`config.mk`:
```
export PLATFORM = sky130hd
export DESIGN_NAME = alu_seq
export DESIGN_NICKNAME = d
export VERILOG_FILES = /design/src/rtl/alu_seq.sv
export SDC_FILE = /design/constraint.sdc
export NUM_CORES = 1
export LEC_CHECK = 0
export BUFFER_PORTS_ARGS = -buffer_cell sky130_fd_sc_hd__buf_2
export CORE_AREA = 8 8 158 160
export CTS_CLUSTER_SIZE = 40
export DETAILED_ROUTE_END_ITERATION = 8
export DIE_AREA = 0 0 166 168
export PLACE_DENSITY = 0.71
export SYNTH_ARGS = -nofsm -noshare
export SYNTH_HDL_FRONTEND = slang
export SYNTH_SLANG_ARGS = --single-unit
```
`constraint.sdc`:
```
create_clock -name clk -period 2.6 [get_ports clk]
set_input_delay 0.26 -clock clk [delete_from_list [all_inputs] [get_ports clk]]
set_output_delay 0.26 -clock clk [all_outputs]
set_load 0.01 [all_outputs]
```
`src/rtl/alu_seq.sv`:
```
// Sequential wrapper around an external combinational ALU: decodes the ALU control code,
// registers the operands, captures one result per request and hands it out via ready/valid.
module alu_seq #(
    parameter int unsigned REGSIZE = 64
) (
    input  logic               clk,
    input  logic               rst_n,

    input  logic               req_valid,
    output logic               req_ready,
    input  logic [1:0]         req_aluop,
    input  logic [2:0]         req_funct3,
    input  logic               req_funct7b5,
    input  logic [REGSIZE-1:0] req_a,
    input  logic [REGSIZE-1:0] req_b,

    output logic [REGSIZE-1:0] alu_in1,
    output logic [REGSIZE-1:0] alu_in2,
    output logic [3:0]         alu_ctl,
    input  logic [REGSIZE-1:0] alu_result,
    input  logic               alu_zero,

    output logic               rsp_valid,
    input  logic               rsp_ready,
    output logic [REGSIZE-1:0] rsp_result,
    output logic               rsp_zero,
    output logic               rsp_err,
    output logic [15:0]        op_count
);

    localparam logic [3:0] CtlAnd = 4'b0000;
    localparam logic [3:0] CtlOr  = 4'b0001;
    localparam logic [3:0] CtlAdd = 4'b0010;
    localparam logic [3:0] CtlSub = 4'b0110;

    typedef enum logic [1:0] {
        StIdle,
        StExec,
        StResp
    } state_t;

    state_t               state_q;
    logic [REGSIZE-1:0]   in1_q;
    logic [REGSIZE-1:0]   in2_q;
    logic [3:0]           ctl_q;
    logic [REGSIZE-1:0]   result_q;
    logic                 zero_q;
    logic                 err_q;
    logic [15:0]          count_q;

    logic [3:0]           dec_ctl;
    logic                 dec_legal;

    // Control decode; anything not listed (including aluop 11) is flagged illegal.
    always_comb begin
        dec_ctl   = CtlAnd;
        dec_legal = 1'b0;
        unique case (req_aluop)
            2'b00: begin
                dec_ctl   = CtlAdd;
                dec_legal = 1'b1;
            end
            2'b01: begin
                dec_ctl   = CtlSub;
                dec_legal = 1'b1;
            end
            2'b10: begin
                case ({req_funct3, req_funct7b5})
                    4'b0000: begin
                        dec_ctl   = CtlAdd;
                        dec_legal = 1'b1;
                    end
                    4'b0001: begin
                        dec_ctl   = CtlSub;
                        dec_legal = 1'b1;
                    end
                    4'b1110: begin
                        dec_ctl   = CtlAnd;
                        dec_legal = 1'b1;
                    end
                    4'b1100: begin
                        dec_ctl   = CtlOr;
                        dec_legal = 1'b1;
                    end
                    default: begin
                        dec_ctl   = CtlAnd;
                        dec_legal = 1'b0;
                    end
                endcase
            end
            2'b11: begin
                dec_ctl   = CtlAnd;
                dec_legal = 1'b0;
            end
            default: begin
                dec_ctl   = CtlAnd;
                dec_legal = 1'b0;
            end
        endcase
    end

    always_ff @(posedge clk or negedge rst_n) begin
        if (!rst_n) begin
            state_q  <= StIdle;
            in1_q    <= '0;
            in2_q    <= '0;
            ctl_q    <= CtlAnd;
            result_q <= '0;
            zero_q   <= 1'b0;
            err_q    <= 1'b0;
            count_q  <= '0;
        end else begin
            unique case (state_q)
                StIdle: begin
                    if (req_valid) begin
                        if (dec_legal) begin
                            in1_q   <= req_a;
                            in2_q   <= req_b;
                            ctl_q   <= dec_ctl;
                            state_q <= StExec;
                        end else begin
                            // Illegal requests skip the ALU and leave its operands untouched.
                            result_q <= '0;
                            zero_q   <= 1'b0;
                            err_q    <= 1'b1;
                            state_q  <= StResp;
                        end
                    end
                end
                StExec: begin
                    result_q <= alu_result;
                    zero_q   <= alu_zero;
                    err_q    <= 1'b0;
                    state_q  <= StResp;
                end
                StResp: begin
                    if (rsp_ready) begin
                        count_q <= count_q + 16'd1;
                        state_q <= StIdle;
                    end
                end
                default: begin
                    state_q <= StIdle;
                end
            endcase
        end
    end

    assign req_ready  = (state_q == StIdle);
    assign rsp_valid  = (state_q == StResp);
    assign alu_in1    = in1_q;
    assign alu_in2    = in2_q;
    assign alu_ctl    = ctl_q;
    assign rsp_result = result_q;
    assign rsp_zero   = zero_q;
    assign rsp_err    = err_q;
    assign op_count   = count_q;

endmodule

```
-- After elaboration in Yosys (flattened, before gate mapping)
Cells that the tools add are included.
W data, S select, Z words.
- RAM bits: 0
- output and inout port bits: 216
- input bits: 203
- word-level logic and storage cells: 47
- memories: 0
- bits in latches: 0
- ROM bits: 0
- register bits after elaboration: 216
- add/sub/neg operators: 1
- bitwise logic cells: 0
- div/mod/pow operators: 0
- magnitude comparators: 0
- mux-type cells: 17
- $mul: 0
- shifts and indexed selects: 0
- reductions and logical operators: 10
- eq/ne operators: 11
- operator list (cell ; number):
    $mux W64 ; 2
    $pmux W64 S2 ; 1
    $add A16 B1 Y16 const B ; 1
    $pmux W4 S4 ; 1
    $pmux W3 S3 ; 1
    $eq A4 B4 Y1 const B ; 2
    $eq A2 B2 Y1 const B ; 3
    $mux W2 ; 3
    $pmux W2 S3 ; 1
    $reduce_and A3 Y1 ; 2
    $mux W1 ; 5
    $eq A2 B1 Y1 const B ; 2
    $eq A4 B1 Y1 const B ; 1
    $logic_not A2 Y1 ; 2
    $logic_not A4 Y1 ; 1
    $ne A2 B2 Y1 const B ; 2
    $pmux W1 S2 ; 2
    $reduce_and A2 Y1 ; 2
    $reduce_or A4 Y1 ; 1
    $pmux W1 S3 ; 1
    $ne A2 B1 Y1 const B ; 1
    $reduce_bool A2 Y1 ; 1
    $reduce_or A2 Y1 ; 1

-- Depth between registers and ports, before layout
Gate-level depths: netlist (run 1).
- depth in word-level cells: 7
- depth in mapped cells: 6

-- Worst setup path before layout (run 1)
OpenSTA, ideal clock, no wires.
- path type: input to register
- from: in req_funct3[0]
- to: reg in1_q[0] (netlist: alu_in1[0])
- stages: 6
- data arrival time: 1692 ps
- buffers on the path: 2
- data required time: 2473 ps
- slack: 781 ps
- setup time: 127 ps
- path through: or3_1 > a21o_1 > a21boi_2 > buf_4 > buf_6 > mux2_1
- cells in the longest elaborated chain, start to end: 5
- elaborated cells on any way between the ends: 8
- ends and longest elaborated chain (what ; line ; source):
    start, declared ; 12 ; input logic [2:0] req_funct3,
    $eq A4 B4 Y1 (tied with other cells) ; 68 ; case ({req_funct3, req_funct7b5})
    $reduce_or A4 Y1 (no line) (*) ; - ;
    $mux W1 (*) ; 68 ;
    $pmux W1 S3 (*) ; 58 ; unique case (req_aluop)
    $reduce_and A3 Y1 (no line) (*) ; - ;
    end signal, assigned ; 117 ; in1_q <= req_a;
    end, declared ; 43 ; logic [REGSIZE-1:0] in1_q;
Every way passes the cells marked *; elsewhere a longest branch is shown, timed or not.
A chain may end at the register's enable or synchronous reset.

-- Worst setup path after layout (run 1)
- from: reg state_q[0]
- to: reg in1_q[7] (netlist: alu_in1[7])
- cells in the longest elaborated chain, start to end: 2
- ends and longest elaborated chain (what ; line ; source):
    start, declared ; 42 ; state_t state_q;
    start signal, assigned ; 104 ; state_q <= StIdle;
    start signal, assigned ; 120 ; state_q <= StExec;
    start signal, assigned ; 126 ; state_q <= StResp;
    $logic_not A2 Y1 ; 113 ; unique case (state_q)
    $reduce_and A3 Y1 (no line) ; - ;
Every way passes these cells.

==> impl_results.md, run 1 <==
* Sequential share of the synthesized area at 0.648
* Worst hold slack at around 0.056 ns
* Drt wl/cell at roughly 19 um
* Cells after synthesis at between 600 and 700
* Critical Path Max Stage Delay at ~0.44 ns
* Clock Tree Buf Depth at 3
* Simple-Gate Fraction of Synth Area at 0.0847
* Outcome: finished, final reports clean
* Post-synthesis compound-gate area fraction at 0.0467
* Maximum clock rate at about 480 MHz
* Initial core utilization at 0.371
* Crit path time final at 2.07 ns
* Chip width at 166 um
* WP data arrival at 2.44 ns
* Worst-Skew Late Latency at slightly above 0.5 ns
* Net Count, Synth at 849
* Worst Path Required at 2.97 ns
* Drt pass-1 iters at 5
* # IOs at 419
* HP Class: in2reg
* Hold Vio Cnt, Final at 0
* #FFs+latches synth at 215
* Setup violators final at 0
* Critical Path Stages at 5
* Slew Limit Fails at 0
* Worst-path cell chain: nor3b_1 > a21boi_4 > buf_12 > buf_4 > mux2_1
* Yosys Warn Count at 0
* Drt drc at 0
* Total GRT Usage at 0.211
* Largest net degree at the start of global routing at 94
* Num CTS Buffers at 24
* Die Span Y at ~170 um
* Largest family of logic cells by synthesized area: multiplexers
* Worst reg-to-reg path cell count at 5
* Setup ws final at 0.529 ns
* Finished Layout Cells at 1,573
* Post-DP HPWL at roughly 20,000 um
* Worst R2R Start: state_q[0]$_DFFE_PN0P_
* Pleak at 6.68 nW
* Main synth FF type: dfrtp_1
* Crit Path Max Fanout at 28
* Final Wtd Congestion at 0.795
* Cell count after placement at approximately 1,300
* Cell Area, Synth at between 8000 and 9000 sq um
* Setup WS pre-CTS at 0.413 ns
* Buffers on Ports at 417
* CP Buf/Inv Count at 2
* Share of cells above drive strength 1 at 0.407
* Maximum vdd drop at 0.743 mV
* Setup crit end: alu_in1[7]$_DFFE_PN0P_
* Total Wirelength at between 30,000 and 40,000 um
* FP Rows at 55
* RSZ-0062 raised after global routing: no
* DRT iter0 DRCs at 480
* Clock Pin Slew Worst Setup and Hold Paths at about 0.060 ns
* Routed vias/inst at 4.81
* Slew HR at 0.511
* Reg2Reg Setup Slack at 0.53 ns
* MaxCap Viol Count at 0
* Antenna violations before repair at 5
* Die area at 27,900 sq um
* Critical R2R Capture: alu_in1[7]$_DFFE_PN0P_
* Clock Sinks at 215
* Tot Pwr at approximately 13 mW
* Crit. Startpoint: state_q[0]$_DFFE_PN0P_
* Syn Area/Cell at 12.9 sq um
* Number of antenna-violating nets in the routed design at 0
* Setup TNS at 0 ns
* Number of global-route vias before repair at 8,432
* Pwr Density at 957 nW/um^2
* Area Growth Syn to Fin at 63.6%
* Total gr overflow at 0
* Asr flop ratio synth at 1.00
* Slew @ Worst Pin at 0.734 ns
* Final worst-path cycle share at 0.796
* Netlist cell types at 34
* Core outline area at 22,400 sq um
* Post-synth EDFFs at 0
* Kind of critical path: reg2reg
* Crit path max-delay family: buffers and inverters
* First-pass GRT wire length at 48,000 um
* Post-synthesis mux area share at 0.175
* Nets at 1,470
* Htree depth at 1
* Clk_skew at 0.0147 ns
* DR vias at approximately 7,600
* Xor and xnor area share after synthesis at 0.0158
* Setup repair bufs after CTS at 0
* CTS tree: done
* Crit. End Element: flip-flop
* Worst path slowest cell: dfrtp_1
* CP Launch Type: flip-flop
* Root Buffer: clkbuf_16
* Adder-cell share of the synthesized area at 0.00151
==> cells by family (layout without fill, tap and decap cells) <==
| family | after synthesis | count (layout) |
|---|---|---|
| multiplexers | 129 | 129 |
| other | 1 | 5 |
| AND/OR/NAND/NOR | 170 | 170 |
| XOR/XNOR | 15 | 15 |
| adder cells (fa/ha/maj) | 1 | 1 |
| flip-flops | 215 | 215 |
| buffers and inverters | 41 | 680 |
| AO/OA/AOI/OAI | 73 | 73 |
==> metal layers <==
layer / part of all wire / global-route usage / vias up
met3: 0.096 / 0.0739 / 70
met4: 0.030 / 0.0704 / 2
met5: 0.00026 / 0 / -
li1: - / - / 3420
met2: 0.50 / 0.372 / 397
met1: 0.37 / 0.236 / 3671
==> synthesized netlist by cell type (all sizes together) (2+ instances only) <==
library cell / number / area [sq um]
nand3b: 2 / 15.0
dfrtp: 215 / 5380
inv: 5 / 18.8
nor4: 2 / 12.5
nand3: 5 / 25.0
nand2b: 2 / 12.5
clkbuf: 20 / 75.1
xnor2: 12 / 105
xor2: 3 / 26.3
nand4: 4 / 25.0
buf: 16 / 141
o21ai: 66 / 330
nand2: 141 / 529
nor2: 5 / 18.8
mux2: 129 / 1450
nor2b: 3 / 18.8
==> how the worst min path moves through the flow <==
stage / startpoint / end / slack [ns] / cells past startpoint
global placement: rst_n / rsp_result[53]$_DFFE_PN0P_ / 0.34 / 1
finish: rsp_ready / state_q[1]$_DFFE_PN0P_ / 0.06 / 3
detailed placement: rst_n / rsp_result[53]$_DFFE_PN0P_ / 0.35 / 1
global route: req_funct3[0] / alu_ctl[0]$_DFFE_PN0P_ / 0.07 / 3
floorplan: rst_n / alu_ctl[0]$_DFFE_PN0P_ / -0.04 / 0
CTS: req_b[9] / alu_in2[9]$_DFFE_PN0P_ / 0.003 / 2
==> flip-flops by register name, indices dropped and copies added (netlist names) <==
| register | flops |
|---|---|
| alu_in1 | 64 |
| state_q | 2 |
| rsp_zero | 1 |
| alu_ctl | 3 |
| rsp_result | 64 |
| op_count | 16 |
| rsp_err | 1 |
| alu_in2 | 64 |
==> power by group <==
| part | internal, mW | switching, mW |
|---|---|---|
| clock | 2.21 | 1.34 |
| sequential | 4.59 | 0.710 |
| combinational | 1.93 | 2.23 |
| total | 8.73 | 4.28 |
==> tightest hold or removal path, stage by stage <==
cell and delay, ns:
buf_2 0.11, inv_1 0.05, a211o_1 0.10
==> timing repair <==
item,4_1_cts,5_1_grt
hold buffers,193,1
gates resized for setup,0,0
endpoints found under the hold margin,277,1
==> area by class of cell <==
cell class / instances / area, sq um
multi-input cells: 389 / 2710
flip-flops and latches: 215 / 5380
fillers: 1671 / 8780
clock inverters: 7 / 88.8
diodes: 4 / 10.0
well taps: 285 / 357
inverters: 5 / 18.8
repair buffers: 631 / 4260
clock buffers: 37 / 761
==> stage by stage <==
step,area [sq um],util
floorplan,8310,-
global placement,10800,0.482
detailed placement,10800,0.482
CTS,13600,0.607
global route,13600,0.608
finish,13600,0.608
==> layout by cell type (no fill, tap or decap), types with 2 or more instances in the layout <==
master,count
buf_12,6
buf_2,416
buf_4,14
bufinv_16,2
clkbuf_1,3
clkbuf_16,25
clkbuf_8,9
clkinv_2,4
dfrtp_1,215
diode_2,4
dlygate4sd3_1,194
inv_1,5
mux2_1,90
mux2_2,39
nand2_1,141
nand3_1,5
nand3b_1,2
nand4_1,4
nor2_1,5
nor2b_1,2
nor4_1,2
o21ai_0,66
xnor2_1,12
xor2_1,3
(Power assumes the default switching activity.)
==> run 2: changes to the inputs <==
CORE_AREA = 8 8 156 158   (was 8 8 158 160)
DIE_AREA = 0 0 164 166   (was 0 0 166 168)
PLACE_DENSITY = 0.76   (was 0.71)
clock period = 1.7 ns   (was 2.6 ns; I/O delays follow)
==> run 2 against run 1 <==
  * The run now ends with negative setup slack left
  * Global-route usage is 0.82 points higher
  * Register-to-register slack got worse by 0.59 ns
  * Power rose by 52%
  * Utilization grew 1.9 points
  * Worst hold slack improved by 0.00082 ns
  * Clock skew down 0.0049 ns
  * Die area down 2.4%
  * First-iteration DRC count is 17% lower
  * Clock power increased by 41%
  * Via count grew 1.4%
==> impl_results.md, run 2 (synthesis gave the netlist of run 1 again) <==
* Crit. End Element: flip-flop
* Number of antenna-violating nets in the routed design at 0
* Reg power frac at 0.412
* Final Wtd Congestion at 0.791
* Finished Layout Cells at 1,600
* Worst-Skew Late Latency at 0.49 ns
* First-pass GRT wire length at 47,600 um
* Worst-path cell chain: nor3b_2 > a21boi_4 > buf_12 > buf_4 > mux2_1
* Most frequent cells in the layout: 416 x buf_2, 215 x dfrtp_1, 196 x dlygate4sd3_1
* Pleak at between 6 and 7 nW
* Setup violators final at 54
* Final worst-path cycle share at 1.04
* Total GRT Usage at 0.219
* MaxCap Viol Count at 0
* CTS tree: done
* FP Rows at 55
* Commonest non-fill, non-tap cell in the layout: buf_2
* Antenna violations before repair at 5
* Share of cells above drive strength 1 at 0.427
* Int Power at 13.2 mW
* Cell count after placement at 1,356
* Chip width at ~160 um
* WP data arrival at around 2.1 ns
* Setup TNS at -1.16 ns
* Outcome: complete, but fails checks
* Core outline area at 22,100 sq um
* Maximum clock rate at roughly 570 MHz
* Nets at 1,500
* DR vias at 7,667
* Worst path slowest cell: dfrtp_1
* Drt drc at 0
* Die area at 27,200 sq um
* Num CTS Buffers at 23
* Htree depth at 1
* Pwr Density at 1430 nW/um^2
* Crit path max-delay family: flip-flops
* CP Launch Type: flip-flop
* Total gr overflow at 0
* Largest net degree at the start of global routing at 67
* DRT iter0 DRCs at approximately 400
* Drt pass-1 iters at 4
* NetSw at 6.56 mW
* Dpl cell area at between 10,000 and 15,000 sq um
* RSZ-0062 raised after global routing: yes
* Routed vias/inst at between 4 and 5
* Die Span Y at 166 um
* Area Growth Syn to Fin at 66.6%
* Worst Path Required at 2.06 ns
* Sw frac at 0.332
* Clock Pin Slew Worst Setup and Hold Paths at approximately 0.06 ns
* Total Wirelength at between 30,000 and 40,000 um
* Post-DP HPWL at 19,500 um
* Final non-filler cell area at around 14,000 sq um
* Initial core utilization at 0.376
* Clock power share at 0.254
* Clock Sinks at about 220
* Maximum vdd drop at 1.01 mV
* Clock Tree Buf Depth at 3
* Hold Vio Cnt, Final at 0
* Setup WS pre-CTS at -0.236 ns
* Critical Path Max Stage Delay at roughly 0.39 ns
* # IOs at 419
* Clk_skew at just under 0.01 ns
* Slew Limit Fails at 0
* Drt wl/cell at 19.6 um
* Kind of critical path: reg2reg
* Setup ws final at -0.0612 ns
* Buffers on Ports at roughly 420
* HP Class: in2reg
* Crit Path Max Fanout at 22
* CP Buf/Inv Count at 2
* Number of global-route vias before repair at between 8,000 and 9,000
* Root Buffer: clkbuf_16
* Combinational share of power at 0.334
* Crit path time final at 1.76 ns
* Failing checks: negative setup slack
* Worst hold slack at ~0.057 ns
-- run 2: cell count changes in the layout (fill, tap and decap cells not counted), sizes merged --
cell         delta
buf            +29
clkbuf          -6
clkinv          -3
dlygate4sd3     +2
diode           +1
clkinvlp        +2
inv             +1
bufinv          +1
-- run 2: worst paths after layout --
kind | start | endpoint | slack (ns) | cells after the start
max | state_q[1]$_DFFE_PN0P_ | alu_in2[23]$_DFFE_PN0P_ | -0.06 | 5
min | req_aluop[0] | alu_ctl[0]$_DFFE_PN0P_ | 0.06 | 3
max reg2reg | state_q[1]$_DFFE_PN0P_ | alu_in2[23]$_DFFE_PN0P_ | -0.06 | 5
min reg2reg | alu_in2[20]$_DFFE_PN0P_ | alu_in2[20]$_DFFE_PN0P_ | 0.48 | 1
max in group asynchronous | rst_n | rsp_result[41]$_DFFE_PN0P_ | 0.91 | 3
min in group asynchronous | rst_n | alu_in2[63]$_DFFE_PN0P_ | 0.19 | 2
-- run 2: stage by stage --
step / utilization / power (mW)
final: 0.627 / 19.7
after global routing: 0.627 / 20.8
after CTS: 0.621 / 19.5
after detailed placement: 0.498 / 14.1
after global placement: 0.498 / 13.9
after floorplan: - / 10.8
-- run 2: power by group through the flow --
stage | Clock, mW | Sequential, mW | Combinational, mW
3_3_place_gp | 0 | 7.99 | 5.88
4_1_cts | 5.15 | 8.00 | 6.40
3_5_place_dp | 0 | 8.06 | 6.03
6_report | 5.02 | 8.13 | 6.59
2_1_floorplan | 0 | 8.96 | 1.84
5_1_grt | 5.34 | 8.36 | 7.10
-- run 2: worst min-delay path, stage by stage --
cell,delay (ns)
buf_2,0.15
or4b_2,0.14
o21ai_1,0.05
-- run 2: routing by layer --
metal  vias to the layer above  routed length, um  global-route usage
li1                       3480                  -                   -
met1                      3699              11300               0.238
met2                       386              15900               0.390
met3                       102               2690              0.0597
met4                         0               1370              0.0985
met5                         -                  0                   0
-- run 2: final cells by class --
| class | instances | area [sq um] |
|---|---|---|
| Fill cell | 1552 | 8250 |
| Sequential cell | 215 | 5380 |
| Timing Repair Buffer | 662 | 4530 |
| Multi-Input combinational cell | 389 | 2790 |
| Clock buffer | 31 | 626 |
| Tap cell | 285 | 357 |
| Clock inverter | 8 | 124 |
| Inverter | 5 | 18.8 |
| Antenna cell | 5 | 12.5 |
-- run 2: repair_timing --
item / 4_1_cts / 5_1_grt
setup endpoints to repair: 42 / 131
buffers inserted: 1 / 3
pin swaps: 2 / 5
gates resized for setup: 2 / 17
hold buffers: 195 / 1
hold endpoints to repair: 410 / 1
==> run 3: changes to the inputs <==
clock period = 1.4 ns   (was 1.7 ns; I/O delays follow)
==> run 3 against run 2 <==
  * The run still ends with negative setup slack left
  * Count of clock-buffer cells in the layout stayed put
  * Register-to-register slack worse by 0.49 ns
  * Utilization is 7.0 points higher
  * Maximum frequency is 9.8% lower
  * Non-clock buffer count is 36 higher
  * Sequential power is 25% higher
  * Sequential cell count stayed put
  * Via count is 8.9% higher
  * Clock skew is 0.023 ns higher
  * Worst setup slack worse by 0.49 ns
  * Critical path depth is 1 higher
==> impl_results.md, run 3 (synthesis gave the netlist of run 1 again) <==
* Final worst-path cycle share at 1.39
* First-pass GRT wire length at 53,800 um
* Total Wirelength at 39,400 um
* Final Wtd Congestion at 0.805
* Crit Path Max Fanout at 8
* Nets at 1,537
* Largest net degree at the start of global routing at 53
* Drt drc at 0
* Buffers on Ports at approximately 420
* Sw frac at 0.340
* Commonest non-fill, non-tap cell in the layout: buf_2
* MaxCap Viol Count at 0
* Antenna violations before repair at 4
* Combinational share of power at 0.387
* Clock Sinks at 215
* Htree depth at 1
* Hold Vio Cnt, Final at 0
* Failing checks: negative setup slack
* Clock Pin Slew Worst Setup and Hold Paths at 0.07 ns
* WP data arrival at 2.33 ns
* Total gr overflow at 0
* Area Growth Syn to Fin at 85.3%
* Chip width at roughly 160 um
* Die Span Y at 166 um
* Kind of critical path: reg2reg
* NetSw at roughly 9.5 mW
* Routed vias/inst at 5.09
* Sequential cell area at 5380 sq um
* Slew Limit Fails at 0
* Post-DP HPWL at 20,900 um
* Most frequent cells in the layout: 413 x buf_2, 214 x dfrtp_1, 197 x dlygate4sd3_1
* Drt wl/cell at 24.0 um
* Total GRT Usage at 0.252
* Pleak at 7.72 nW
* Int Power at roughly 18 mW
* Worst hold slack at 0.0665 ns
* HP Class: in2reg
* Core outline area at approximately 22,000 sq um
* Outcome: complete, but fails checks
* Crit path time final at about 2 ns
* Die area at 27,200 sq um
* Clock power share at 0.246
* Number of antenna-violating nets in the routed design at 0
* Setup WS pre-CTS at -0.511 ns
* Root Buffer: clkbuf_16
* Drt pass-1 iters at 5
* Multi-input logic area at 3410 sq um
* Crit. End Element: flip-flop
* Clock Tree Buf Depth at 3
* CTS tree: done
* CP Launch Type: flip-flop
* DRT iter0 DRCs at 568
* Reg power frac at 0.367
* Initial core utilization at 0.376
* Setup violators final at 216
* Worst-Skew Late Latency at 0.53 ns
* Clk_skew at 0.0332 ns
* Num CTS Buffers at 24
* Maximum vdd drop at 1.27 mV
* Pwr Density at 1810 nW/um^2
* Fillcell total at about 1,300
* Share of cells above drive strength 1 at 0.534
* Number of global-route vias before repair at 9,248
* RSZ-0062 raised after global routing: yes
* Setup ws final at -0.552 ns
* Worst Path Required at between 1.5 and 2 ns
* DR vias at 8,346
* FP Rows at 55
* Maximum clock rate at 512 MHz
* # IOs at 419
-- run 3: cell types whose count changed in the layout (fill, tap and decap cells not counted), sizes merged --
cell	delta
clkbuf	+5
diode	-2
inv	-1
dlygate4sd3	+1
bufinv	+1
clkinv	+5
buf	+30
-- run 3: stage by stage --
stage	area (sq um)	total power, mW	setup TNS (ns)	utilization	instances
final	15400	27.8	-84.30	0.697	1639
after global routing	15400	28.9	-91.11	0.697	1639
after CTS	14600	25.4	-62.83	0.662	1629
after detailed placement	11100	17.5	-76.45	0.504	1363
after global placement	11100	17.1	-70.82	0.504	1363
after floorplan	8380	13.2	-30.83	-	645
-- run 3: final timing paths --
kind	to	from	slack [ns]	cells after the start
min in group asynchronous	rsp_result[29]$_DFFE_PN0P_	rst_n	0.08	2
hold reg to reg	op_count[15]$_DFFE_PN0P_	op_count[15]$_DFFE_PN0P_	0.48	1
max in group asynchronous	alu_in1[59]$_DFFE_PN0P_	rst_n	0.73	3
setup / recovery	alu_in1[54]$_DFFE_PN0P_	state_q[1]$_DFFE_PN0P_	-0.55	6
hold / removal	alu_ctl[0]$_DFFE_PN0P_	req_aluop[0]	0.07	4
setup reg to reg	alu_in1[54]$_DFFE_PN0P_	state_q[1]$_DFFE_PN0P_	-0.55	6
-- run 3: final cells by class --
type,count,area share
Antenna cell,3,0.000488
Inverter,5,0.00122
Tap cell,285,0.0232
Multi-Input combinational cell,389,0.222
Clock inverter,13,0.0120
Clock buffer,31,0.0433
Timing Repair Buffer,698,0.349
Sequential cell,215,0.350
-- run 3: critical path, stage by stage, from the launching register on --
cell	delay, ns
dfrtp_1	0.41
nor3b_2	0.29
a21boi_4	0.27
buf_12	0.16
buf_16	0.17
clkbuf_16	0.18
mux2_4	0.31
-- run 3: per-layer routing --
| metal | GRT usage | vias to the layer above | part of all wire |
|---|---|---|---|
| met1 | 0.274 | 4116 | 0.35 |
| met5 | 0 | - | 0.00033 |
| met4 | 0.117 | 2 | 0.049 |
| met3 | 0.0662 | 128 | 0.087 |
| met2 | 0.446 | 539 | 0.51 |
| li1 | - | 3561 | - |
-- run 3: repair_timing --
action                                  in CTS  in global routing
endpoints found under the hold margin      411                  0
endpoints found under the setup margin     214                216
pin swaps                                   43                  6
gates resized for setup                    102                193
cloned                                       8                  7
hold buffers                               197                  0
setup buffers                               19                  8
-- run 3: power groups by stage --
| stage | registers [mW] | clock network (mW) | logic [mW] |
|---|---|---|---|
| after detailed placement | 9.81 | 0 | 7.67 |
| final | 10.2 | 6.83 | 10.8 |
| after CTS | 9.76 | 6.80 | 8.84 |
| after global routing | 10.4 | 7.21 | 11.4 |
| after floorplan | 10.9 | 0 | 2.31 |
| after global placement | 9.71 | 0 | 7.42 |
